`config.mk`:
```
export PLATFORM = sky130hd
export DESIGN_NAME = cdb_sched
export DESIGN_NICKNAME = d
export VERILOG_FILES = /design/src/rtl/cdb_sched.sv
export SDC_FILE = /design/constraint.sdc
export NUM_CORES = 1
export LEC_CHECK = 0
export BUFFER_PORTS_ARGS = -buffer_cell sky130_fd_sc_hd__buf_4
export CAP_MARGIN = 15
export CORE_ASPECT_RATIO = 0.9
export CORE_MARGIN = 2
export CORE_UTILIZATION = 40
export DETAILED_ROUTE_END_ITERATION = 10
export HOLD_SLACK_MARGIN = 0.03
export SYNTH_ARGS = -nofsm -noshare
export SYNTH_HDL_FRONTEND = slang
export SYNTH_SLANG_ARGS = --single-unit
```
`constraint.sdc`:
```
create_clock -name clock -period 8.6 [get_ports clock]
set_input_delay 1.72 -clock clock [delete_from_list [all_inputs] [get_ports clock]]
set_output_delay 1.72 -clock clock [all_outputs]
set_load 0.05 [all_outputs]
```
`src/rtl/cdb_sched.sv`:
```
// Completion scheduler: per-FU result FIFOs feeding N round-robin-arbitrated CDB lanes.
module cdb_sched #(
  parameter int unsigned N        = 2,
  parameter int unsigned NUM_FU   = 4,
  parameter int unsigned DEPTH    = 2,
  parameter int unsigned PHYS_TAG = 6,
  parameter int unsigned DATA     = 32
) (
  input  logic                         clock,
  input  logic                         reset,
  input  logic                         flush,
  input  logic [NUM_FU-1:0]            fu_valid,
  input  logic [NUM_FU*PHYS_TAG-1:0]   fu_tag,
  input  logic [NUM_FU*DATA-1:0]       fu_data,
  output logic [NUM_FU-1:0]            fu_ready,
  output logic [N-1:0]                 cdb_valid,
  output logic [N*PHYS_TAG-1:0]        cdb_tag,
  output logic [N*DATA-1:0]            cdb_data,
  output logic [NUM_FU-1:0]            cdb_grant_mask,
  output logic [$clog2(N+1)-1:0]       cdb_grant_cnt
);

  localparam int unsigned FU_W   = (NUM_FU > 1) ? $clog2(NUM_FU) : 1;
  localparam int unsigned PTR_W  = (DEPTH > 1) ? $clog2(DEPTH) : 1;
  localparam int unsigned CNT_W  = $clog2(DEPTH + 1);
  localparam int unsigned LANE_W = $clog2(N + 1);
  localparam int unsigned SCAN_W = FU_W + 1;

  logic [PHYS_TAG-1:0] mem_tag  [NUM_FU][DEPTH];
  logic [DATA-1:0]     mem_data [NUM_FU][DEPTH];
  logic [PTR_W-1:0]    head     [NUM_FU];
  logic [PTR_W-1:0]    tail     [NUM_FU];
  logic [CNT_W-1:0]    count    [NUM_FU];
  logic [FU_W-1:0]     rr_ptr;

  logic [NUM_FU-1:0]   push_c;
  logic [NUM_FU-1:0]   grant_c;
  logic [LANE_W-1:0]   lanes_c;
  logic [FU_W-1:0]     last_c;
  logic [SCAN_W-1:0]   scan_c;
  logic [N-1:0]        lane_valid_c;
  logic [PHYS_TAG-1:0] lane_tag_c  [N];
  logic [DATA-1:0]     lane_data_c [N];

  function automatic logic [PTR_W-1:0] ptr_inc(input logic [PTR_W-1:0] p);
    return (p == PTR_W'(DEPTH - 1)) ? '0 : p + PTR_W'(1);
  endfunction

  // Ready comes from the registered occupancy only; a same-cycle pop gives no credit.
  always_comb begin
    fu_ready = '0;
    push_c   = '0;
    for (int i = 0; i < NUM_FU; i++) begin
      fu_ready[i] = (count[i] < CNT_W'(DEPTH)) && !flush;
      push_c[i]   = fu_valid[i] && fu_ready[i];
    end
  end

  // Round-robin scan from rr_ptr; the first N non-empty queues take lanes in scan order.
  always_comb begin
    grant_c      = '0;
    lanes_c      = '0;
    last_c       = '0;
    scan_c       = '0;
    lane_valid_c = '0;
    for (int l = 0; l < N; l++) begin
      lane_tag_c[l]  = '0;
      lane_data_c[l] = '0;
    end
    for (int k = 0; k < NUM_FU; k++) begin
      scan_c = SCAN_W'(rr_ptr) + SCAN_W'(k);
      if (scan_c >= SCAN_W'(NUM_FU)) begin
        scan_c = scan_c - SCAN_W'(NUM_FU);
      end
      if ((count[scan_c[FU_W-1:0]] != '0) && (lanes_c < LANE_W'(N))) begin
        grant_c[scan_c[FU_W-1:0]] = 1'b1;
        for (int l = 0; l < N; l++) begin
          if (LANE_W'(l) == lanes_c) begin
            lane_valid_c[l] = 1'b1;
            lane_tag_c[l]   = mem_tag[scan_c[FU_W-1:0]][head[scan_c[FU_W-1:0]]];
            lane_data_c[l]  = mem_data[scan_c[FU_W-1:0]][head[scan_c[FU_W-1:0]]];
          end
        end
        last_c  = scan_c[FU_W-1:0];
        lanes_c = lanes_c + LANE_W'(1);
      end
    end
  end

  // Queue storage: written on accepted enqueue, no reset needed since count guards reads.
  always_ff @(posedge clock) begin
    for (int i = 0; i < NUM_FU; i++) begin
      if (push_c[i] && !reset) begin
        mem_tag[i][tail[i]]  <= fu_tag[i*PHYS_TAG +: PHYS_TAG];
        mem_data[i][tail[i]] <= fu_data[i*DATA +: DATA];
      end
    end
  end

  // Queue pointers, round-robin pointer and registered CDB lane bundles.
  always_ff @(posedge clock) begin
    if (reset) begin
      for (int i = 0; i < NUM_FU; i++) begin
        head[i]  <= '0;
        tail[i]  <= '0;
        count[i] <= '0;
      end
      rr_ptr         <= '0;
      cdb_valid      <= '0;
      cdb_tag        <= '0;
      cdb_data       <= '0;
      cdb_grant_mask <= '0;
      cdb_grant_cnt  <= '0;
    end else if (flush) begin
      for (int i = 0; i < NUM_FU; i++) begin
        head[i]  <= '0;
        tail[i]  <= '0;
        count[i] <= '0;
      end
      cdb_valid      <= '0;
      cdb_tag        <= '0;
      cdb_data       <= '0;
      cdb_grant_mask <= '0;
      cdb_grant_cnt  <= '0;
    end else begin
      for (int i = 0; i < NUM_FU; i++) begin
        if (push_c[i]) begin
          tail[i] <= ptr_inc(tail[i]);
        end
        if (grant_c[i]) begin
          head[i] <= ptr_inc(head[i]);
        end
        if (push_c[i] && !grant_c[i]) begin
          count[i] <= count[i] + CNT_W'(1);
        end else if (!push_c[i] && grant_c[i]) begin
          count[i] <= count[i] - CNT_W'(1);
        end
      end
      for (int l = 0; l < N; l++) begin
        cdb_valid[l]                      <= lane_valid_c[l];
        cdb_tag[l*PHYS_TAG +: PHYS_TAG]   <= lane_tag_c[l];
        cdb_data[l*DATA +: DATA]          <= lane_data_c[l];
      end
      cdb_grant_mask <= grant_c;
      cdb_grant_cnt  <= lanes_c;
      if (lanes_c != '0) begin
        rr_ptr <= (last_c == FU_W'(NUM_FU - 1)) ? '0 : last_c + FU_W'(1);
      end
    end
  end

  // Protocol and arbitration sanity checks.
  for (genvar gi = 0; gi < NUM_FU; gi++) begin : g_chk
    a_push_full: assert property (@(posedge clock) disable iff (reset)
      !(fu_valid[gi] && !flush && !fu_ready[gi]))
      else $error("fu %0d presented a result while its queue was full", gi);
    a_pop_empty: assert property (@(posedge clock) disable iff (reset)
      !(grant_c[gi] && (count[gi] == '0)))
      else $error("fu %0d granted with an empty queue", gi);
  end

  a_grant_cnt: assert property (@(posedge clock) disable iff (reset)
    lanes_c <= LANE_W'(N))
    else $error("more grants than lanes");

  a_one_lane: assert property (@(posedge clock) disable iff (reset)
    $countones(grant_c) == int'(lanes_c))
    else $error("an FU holds more than one lane");

endmodule

```
==> Word-level counts from Yosys, hierarchy flattened <==
Memories as Yosys holds them, arrays and structs flattened.
Cells that the tools add are included.
{ "totals": {"in_bits": 159, "ram_bits": 320, "out_inout_bits": 88, "memories": 5, "regBits": 86} }
{ "memory_table": {"columns": ["name", "depth", "width", "read_ports", "rd_clocked_by_memory_dff", "wr", "line", "source"], "rows": [
  ["mem_data", 4, 64, 4, 0, 4, "30", "logic [DATA-1:0] mem_data [NUM_FU][DEPTH];"],
  ["mem_tag", 4, 12, 4, 0, 4, "29", "logic [PHYS_TAG-1:0] mem_tag [NUM_FU][DEPTH];"],
  ["count", 4, 2, 8, 0, 4, "33", "logic [CNT_W-1:0] count [NUM_FU];"],
  ["head", 4, 1, 8, 0, 4, "31", "logic [PTR_W-1:0] head [NUM_FU];"],
  ["tail", 4, 1, 4, 0, 4, "32", "logic [PTR_W-1:0] tail [NUM_FU];"]
]} }
{ "op_classes": {"n_reduce_logical": 51, "eq_ne": 4, "bitwise_logic": 40, "n_lt_le_gt_ge": 31, "addsub": 27, "muxes": 216} }
{ "ops": {"columns": ["cell", "count"], "rows": [
  ["$mux W32", 23],
  ["$mux W64", 7],
  ["$mux W6", 23],
  ["$demux W32 S1", 4],
  ["$mux W1", 113],
  ["$mux W12", 7],
  ["$mux W2", 27],
  ["$logic_and A1 B1 Y1", 31],
  ["$or A1 B1 Y1", 28],
  ["$demux W6 S1", 4],
  ["$add A2 B1 Y2 const B", 8],
  ["$ge A2 B2 Y1 const B", 8],
  ["$mux W4", 4],
  ["$not A1 Y2", 8],
  ["$sub A2 B1 Y2 const B", 8],
  ["$lt A2 B2 Y1 const B", 7],
  ["$lt A2 B3 Y1 const B", 4],
  ["$or A4 B4 Y4", 3],
  ["$logic_not A1 Y1", 10],
  ["$reduce_bool A2 Y1", 5],
  ["$ge A3 B3 Y1 const B", 3],
  ["$add A1 B1 Y1 const B", 8],
  ["$demux W1 S2", 4],
  ["$ge A2 B1 Y1 const B", 4],
  ["10 further kinds", 18]
]} }

==> Logic depth before layout (Yosys ltp) <==
Gate-level depths: netlist of the first run.
An unclocked memory read counts as a cell.
{ "logic_depth": {"depth_word": 22, "depth_mapped": 19} }

==> Least setup slack after synthesis of the first run <==
Ideal clock, no wire load.
{ "synth_path": {"path_kind": "input -> register", "startpoint": "input port flush", "endpoint": "memory mem_data[0][0] in the netlist's numbering, enable pin", "setup_time_ps": 489, "arrival_ps": 5751, "required_ps": 8111, "setup_slack_ps": 2361, "cell_stages": 4, "cell_sequence": "clkbuf_1 > nor2_1 > nand2_1 > nor3b_1"} }
{ "synth_rtl": {"columns": ["item", "line", "source"], "rows": [
  ["start: declaration", "11", "input logic flush,"],
  ["end: declaration", "30", null]
]} }

==> Final worst setup path of the first run <==
{ "layout_path": {"startpoint": "register rr_ptr[0]", "endpoint": "register cdb_data[1]"} }
{ "layout_between": {"elab_chain_cells": 14} }
{ "layout_lines": {"columns": ["item", "line", "source"], "rows": [
  ["start: declaration", "34", "logic [FU_W-1:0] rr_ptr;"],
  ["start signal: assignment", "147", "rr_ptr <= (last_c == FU_W'(NUM_FU - 1)) ? '0 : last_c + FU_W'(1);"],
  ["$ge A2 B3 Y1, or another cell as far along", "72", "if (scan_c >= SCAN_W'(NUM_FU)) begin"],
  ["$mux W2, or another cell as far along", "72", null],
  ["$mem_v2 Z4 W2, or another cell as far along", null, null],
  ["$reduce_bool A2 Y1, or another cell as far along", "75", "if ((count[scan_c[FU_W-1:0]] != '0) && (lanes_c < LANE_W'(N))) begin"],
  ["$mux W1, or another cell as far along", "75", null],
  ["$lt A2 B2 Y1 / $mux W32 (equally long branches)", "75, 81", null],
  ["$logic_and A1 B1 Y1 / $mux W32 (equally long branches)", "75, 81", null],
  ["$mux W2, or another cell as far along", "75", null],
  ["$lt A2 B2 Y1 / $mux W32 (equally long branches)", "75, 78", null],
  ["$logic_and A1 B1 Y1 / $mux W64 (equally long branches)", "75", null],
  ["$mux W2 / $mux W32 (equally long branches)", "75, 78", null],
  ["$lt A2 B2 Y1, or another cell as far along", "75", null],
  ["$logic_and A1 B1 Y1 / $mux W32 (equally long branches)", "75, 78", null],
  ["$mux W64 (*)", "75", null],
  ["end signal: indexed assignment", "142", "cdb_data[l*DATA +: DATA] <= lane_data_c[l];"],
  ["end: declaration", "18", "output logic [N*DATA-1:0] cdb_data,"]
]} }
Every way passes the cells marked *; elsewhere a longest branch is shown, timed or not. The select of a mux whose other input is x is not followed.
A chain may end at the register's enable or synchronous reset.

==> impl_metrics.csv, run 1 <==
group,metric,value,unit
run_status,status,"finished clean",
global_route,grtUsageTotal,0.247,
power_and_ir_drop,power,9.80,mW
critical_path,rr_worst_depth,12,
synth,ys.flop_type,"edfxtp_1",
timing,finalHoldViolations,0,
cts,cts_made_buffers,45,
cts,path_clk_slew,0.06,ns
synth,synthCells,1393,
power_and_ir_drop,powerDensity,389,nW/um^2
timing,fin_setup_tns,0,ns
synth,synth_warnings,0,
critical_path,crit_path_end_kind,"flop",
cells_and_area,drive_gt1_frac,0.327,
power_and_ir_drop,p_leak,9.01,nW
placed_design,dp_hpwl,42200,um
worst_hold_path,worstHoldPathType,"flop to flop",
global_route,grt_first_pass_wirelength,98200,um
critical_path,r2r_start,"rr_ptr[0]",
placed_design,port_buffers,246,
route,first_iter_violations,1368,
cts,clockBufferDepth,3,
cells_and_area,layout.cells.non_filler,2314,
critical_path,cp_slowest_cell,"a21o_2",
route,firstDrtPassIters,5,
timing,slew_viol_final,0,
cells_and_area,syn_to_final_growth,18.7,%
cells_and_area,nets,1756,
cts,cts.sinks,408,
route,wl,68600,um
synth,syn-mean-instance-area,15.2,um^2
cts,clk_latency,0.58,ns
cells_and_area,fill_cells,4533,
timing,max_freq,0.163,GHz
die,io_pins,247,
die,rows,80,
timing,rsz0062_at_grt,"false",
critical_path,arrival,6.55,ns
die,core,52800,um^2
route,ant_nets,0,
timing,setup_viol,0,
critical_path,worstSetupPathType,"flop to flop",
critical_path,rr_endpoint,"cdb_data[1]",
worst_hold_path,worstHoldPathCells,2,
cts,holdBufCountCts,0,
route,drc,0,
cells_and_area,final_common_cell,"edfxtp_1",
timing,timing.final.crit_share,0.712,
critical_path,rrSetupSlack,2.48,ns
synth,synth_cell_types,60,
cts,post-cts-setup-buffer-count,0,
critical_path,start_kind,"flop",
run,maxCapViolations,0,
worst_hold_path,min-delay-start,"tail[2]",
global_route,grt_pass1_vias,15009,
cells_and_area,diodes,0,
route,num_vias,14376,
critical_path,cpPeakStageDelay,0.97,ns
synth,syn-num-nets,1565,
die,start_util,0.402,
cts,cts_tree,"done",
global_route,grt_max_degree,77,
critical_path,crit_fanout,46,
global_route,grt-ovfl-total,0,
cells_and_area,final_util,0.478,
cells_and_area,layout_common_cells,"edfxtp_1 (318), mux2i_1 (305), buf_4 (269)",
timing,worst_pin_slew,1.24,ns
global_route,grt_antenna_before_repair,0,
synth,synthArstFlopShare,0,
critical_path,cp_cell_sequence,"clkinv_1 > ha_4 > inv_4 > mux4_2 > inv_1 > ha_1 > inv_1 > a21oi_1 > ha_1 > a21o_2 > a21oi_1 > o2bb2ai_1",
route,viasPerCell,6.21,
timing,skew,0.0152,ns
die,die_x,247,um
worst_hold_path,whs_endpoint,"tail[2]",
synth,syn_area,21200,um^2
cts,ctsResizeCount,0,
power_and_ir_drop,ir_drop,0.000373,V
die,die_area,54900,um^2
placed_design,post-place-cells,2234,
timing,worst_slew_margin_rel,0.172,
cts,cts_root_buf,"clkbuf_16",
timing,min_period,6.12,ns
synth,synth-seq-cells,408,
die,chipHeight,223,um
route,post_drt_wl_per_cell,29.6,um
critical_path,required,9.03,ns
placed_design,gp_congestion,0.859,
cts,htree_num_levels,2,
synth,synth_edf_count,318,
synth,synth-seq-area-share,0.535,
==> power by group <==
part	total, mW	internal, mW	switching [mW]
sequential	2.71	2.37	0.334
clock	1.92	1.13	0.787
combinational	5.17	2.10	3.07
==> Yosys cell counts (9+ instances only) <==
cell,number,area (um^2)
o2bb2ai_1,38,333
buf_1,19,71.3
nand2_1,57,214
dfxtp_1,90,1800
buf_2,28,140
edfxtp_1,318,9550
ha_1,13,163
o22ai_1,39,244
nor3_1,9,45.0
clkbuf_1,77,289
a21oi_1,43,215
o221ai_1,38,333
mux4_2,159,3580
o211a_1,38,380
nor2_1,19,71.3
nand3_1,9,45.0
mux2i_1,305,3050
==> through the flow <==
step	instance area, um^2	worst slack [ns]	hold slack, ns
CTS	25200	2.49	0.586
floorplan	21200	2.36	0.494
detailed placement	23700	2.50	0.561
global route	25200	2.09	0.604
finish	25200	2.48	0.590
global placement	23700	2.43	0.527
==> sequential cells by signal, indices dropped and copies added, names as in the netlist, named ones only <==
name            flops
head                4
cdb_data           64
cdb_valid           2
cdb_tag            12
cdb_grant_cnt       2
mem_data          256
count               8
cdb_grant_mask      4
mem_tag            48
rr_ptr              2
tail                4
==> worst max-delay path by stage <==
| stage | from | endpoint | slack (ns) | cells past startpoint |
|---|---|---|---|---|
| finish | rr_ptr[0] | cdb_data[1] | 2.48 | 12 |
| global route | rr_ptr[0] | cdb_data[16] | 2.09 | 12 |
| CTS | rr_ptr[0] | cdb_data[1] | 2.49 | 12 |
| detailed placement | rr_ptr[0] | cdb_data[1] | 2.50 | 12 |
| global placement | rr_ptr[0] | cdb_data[62] | 2.43 | 10 |
| floorplan | flush | mem_data[0][0] | 2.36 | 4 |
==> worst max-delay path: cells and delay by family, from the launching register on <==
family                   cells  cell delay (ns)
AO/OA/AOI/OAI                4             1.66
adder cells (fa/ha/maj)      3             1.18
multiplexers                 1             0.73
buffers and inverters        4             1.54
flip-flops                   1             0.83
==> cell families after synthesis <==
group / count (synthesis) / share of synthesized area
mux: 465 / 0.314
flops: 408 / 0.535
compound gates: 236 / 0.0862
buf+inv: 136 / 0.0262
simple gates: 124 / 0.0270
fa+ha+maj: 13 / 0.00766
xor+xnor: 11 / 0.00454
==> per-layer routing <==
layer  GRT usage  wire [um]
met1       0.337      28700
met2       0.383      31600
met3      0.0569       5790
met4      0.0954       2410
met5           0          0
==> area by class of cell <==
cell class / count / area [um^2] / area share
timing repair buffer: 270 / 2040 / 0.0809
clock inverter: 26 / 263 / 0.0104
inverter: 10 / 40.0 / 0.00159
multi-input combinational: 849 / 9420 / 0.374
tap: 697 / 872 / 0.0346
sequential: 408 / 11400 / 0.451
clock buffer: 54 / 1190 / 0.0472
No activity file was read; power rests on OpenSTA's default activity.
==> run 2, diff against run 1 <==
Clock period 8.6 ns to 6 ns, I/O delays scaled along.
==> run 2 against run 1 <==
Sequential cell count did not move. Sequential share of layout area fell by 0.26 points. Combinational power increased by 50%. Critical path type unchanged. Critical endpoint is now cdb_data[0]. Highest routed layer is now met5.
==> impl_metrics.csv, run 2 (same netlist as run 1, synthesis figures left out) <==
group,metric,value,unit
run_status,status,"finished clean",
die,chipHeight,223,um
worst_hold_path,worstHoldPathType,"flop to flop",
power_and_ir_drop,p_switching,6.11,mW
cells_and_area,syn_to_final_growth,19.4,%
power_and_ir_drop,intPower,8.17,mW
route,num_vias,14589,
cts,ctsResizeCount,0,
critical_path,required,6.44,ns
cells_and_area,layout.cells.non_filler,2325,
placed_design,post-place-cells,2242,
timing,slew_viol_final,0,
timing,worst_slew_margin_rel,0.173,
cts,path_clk_slew,0.07,ns
critical_path,arrival,4.97,ns
cts,post-cts-setup-buffer-count,0,
cells_and_area,seq_area,11400,um^2
die,io_pins,247,
cts,cts_root_buf,"clkbuf_16",
critical_path,cp_top_family,"compound AO/OA/AOI/OAI gates",
cts,clk_latency,0.59,ns
die,die_area,54900,um^2
route,dr_wl_met2,32200,um
route,top_layer,"met5",
critical_path,crit_fanout,38,
global_route,grt_antenna_before_repair,5,
placed_design,gp_congestion,0.867,
timing,rsz0062_at_grt,"false",
timing,skew,0.0193,ns
cts,cts.sinks,408,
power_and_ir_drop,comb_power_share,0.541,
critical_path,cp_slowest_cell,"a21o_2",
global_route,grt_first_pass_wirelength,100000,um
critical_path,crit_path_end_kind,"flop",
route,met1_length,28700,um
power_and_ir_drop,powerDensity,564,nW/um^2
timing,setup_viol,0,
route,firstDrtPassIters,7,
global_route,grtUsageTotal,0.253,
route,ant_nets,0,
cells_and_area,fill_cells,4558,
critical_path,start_kind,"flop",
cts,cts_made_buffers,45,
timing,timing.final.ws_setup,1.47,ns
die,die_x,247,um
timing,finalHoldViolations,0,
power_and_ir_drop,ir_drop,0.000467,V
cells_and_area,drive_gt1_frac,0.330,
power_and_ir_drop,p_sw_frac,0.428,
power_and_ir_drop,seq_power_share,0.257,
timing,min_period,4.53,ns
route,wl,70100,um
run,maxCapViolations,0,
placed_design,placed_area,23800,um^2
placed_design,dp_slack,1.61,ns
die,start_util,0.402,
cells_and_area,final_common_cell,"edfxtp_1",
cells_and_area,multi_input_area,9420,um^2
route,post_drt_wl_per_cell,30.1,um
cts,holdBufCountCts,0,
critical_path,cpPeakStageDelay,0.97,ns
cells_and_area,largest_reg_flops,256,
die,core,52800,um^2
global_route,grt-ovfl-total,0,
cells_and_area,nets,1764,
placed_design,port_buffers,246,
route,viasPerCell,6.27,
cts,cts_tree,"done",
cells_and_area,layout_common_cells,"edfxtp_1 (318), mux2i_1 (305), buf_4 (276)",
cells_and_area,finalInstanceArea,25300,um^2
power_and_ir_drop,p_leak,9.09,nW
power_and_ir_drop,p_clk_frac,0.201,
critical_path,worstSetupPathType,"flop to flop",
timing,worst_pin_slew,1.24,ns
cells_and_area,diodes,0,
die,rows,80,
global_route,grt_pass1_vias,14986,
critical_path,cp_cell_sequence,"clkinv_1 > ha_4 > inv_4 > mux4_2 > inv_1 > ha_1 > inv_1 > a21oi_1 > ha_1 > a21o_2 > a21oi_1 > o2bb2ai_1",
timing,max_freq,0.221,GHz
cts,htree_num_levels,2,
placed_design,dp_hpwl,42400,um
route,drc,0,
timing,fin_setup_tns,0,ns
critical_path,crit_buf_inv,4,
global_route,grt_max_degree,149,
route,first_iter_violations,1646,
timing,timing.final.crit_share,0.755,
cts,clockBufferDepth,3,
power_and_ir_drop,power,14.3,mW
route,met3_wirelength,6560,um
[run 2: cell types whose count changed in the layout (fill, tap and decap cells not counted), sizes merged]
cell      before  now
buf          270  278
inv           10    9
clkinvlp       4    2
clkbuf        54   61
bufinv         5    6
clkinv        17   15
[run 2: worst min-delay path, stage by stage, from the launching register on]
cell	delay, ns
dfxtp_1	0.38
xor2_1	0.09
nor2_1	0.07
[run 2: power groups by stage]
stage               sequential [mW]  combinational [mW]  clock, mW
finish                         3.68                7.73       2.87
global route                   3.70                8.14       3.04
CTS                            3.67                7.67       2.92
detailed placement             3.73                7.65          0
global placement               3.73                7.53          0
floorplan                      4.18                4.94          0
[run 2: worst paths after layout]
kind,startpoint,end,slack [ns],cells after the start
max,rr_ptr[0],cdb_data[0],1.47,12
min,tail[2],tail[2],0.57,2
max reg2reg,rr_ptr[0],cdb_data[0],1.47,12
min reg2reg,tail[2],tail[2],0.57,2
[run 2: per-layer routing]
| metal | up-vias | GRT usage |
|---|---|---|
| li1 | 6149 | - |
| met1 | 7464 | 0.347 |
| met2 | 801 | 0.395 |
| met3 | 169 | 0.0550 |
| met4 | 6 | 0.0964 |
| met5 | - | 0 |
[run 2: final cells by class]
cell class	instances	area share
flip-flops and latches	408	0.449
multi-input cells	849	0.372
repair buffers	278	0.0833
clock buffers	61	0.0492
well taps	697	0.0344
clock inverters	22	0.0110
inverters	10	0.00158
[run 2: metrics by stage]
step,hold WS [ns],util
after floorplan,0.494,-
after global placement,0.534,0.451
after detailed placement,0.547,0.451
after CTS,0.562,0.480
after global routing,0.629,0.480
final,0.570,0.480
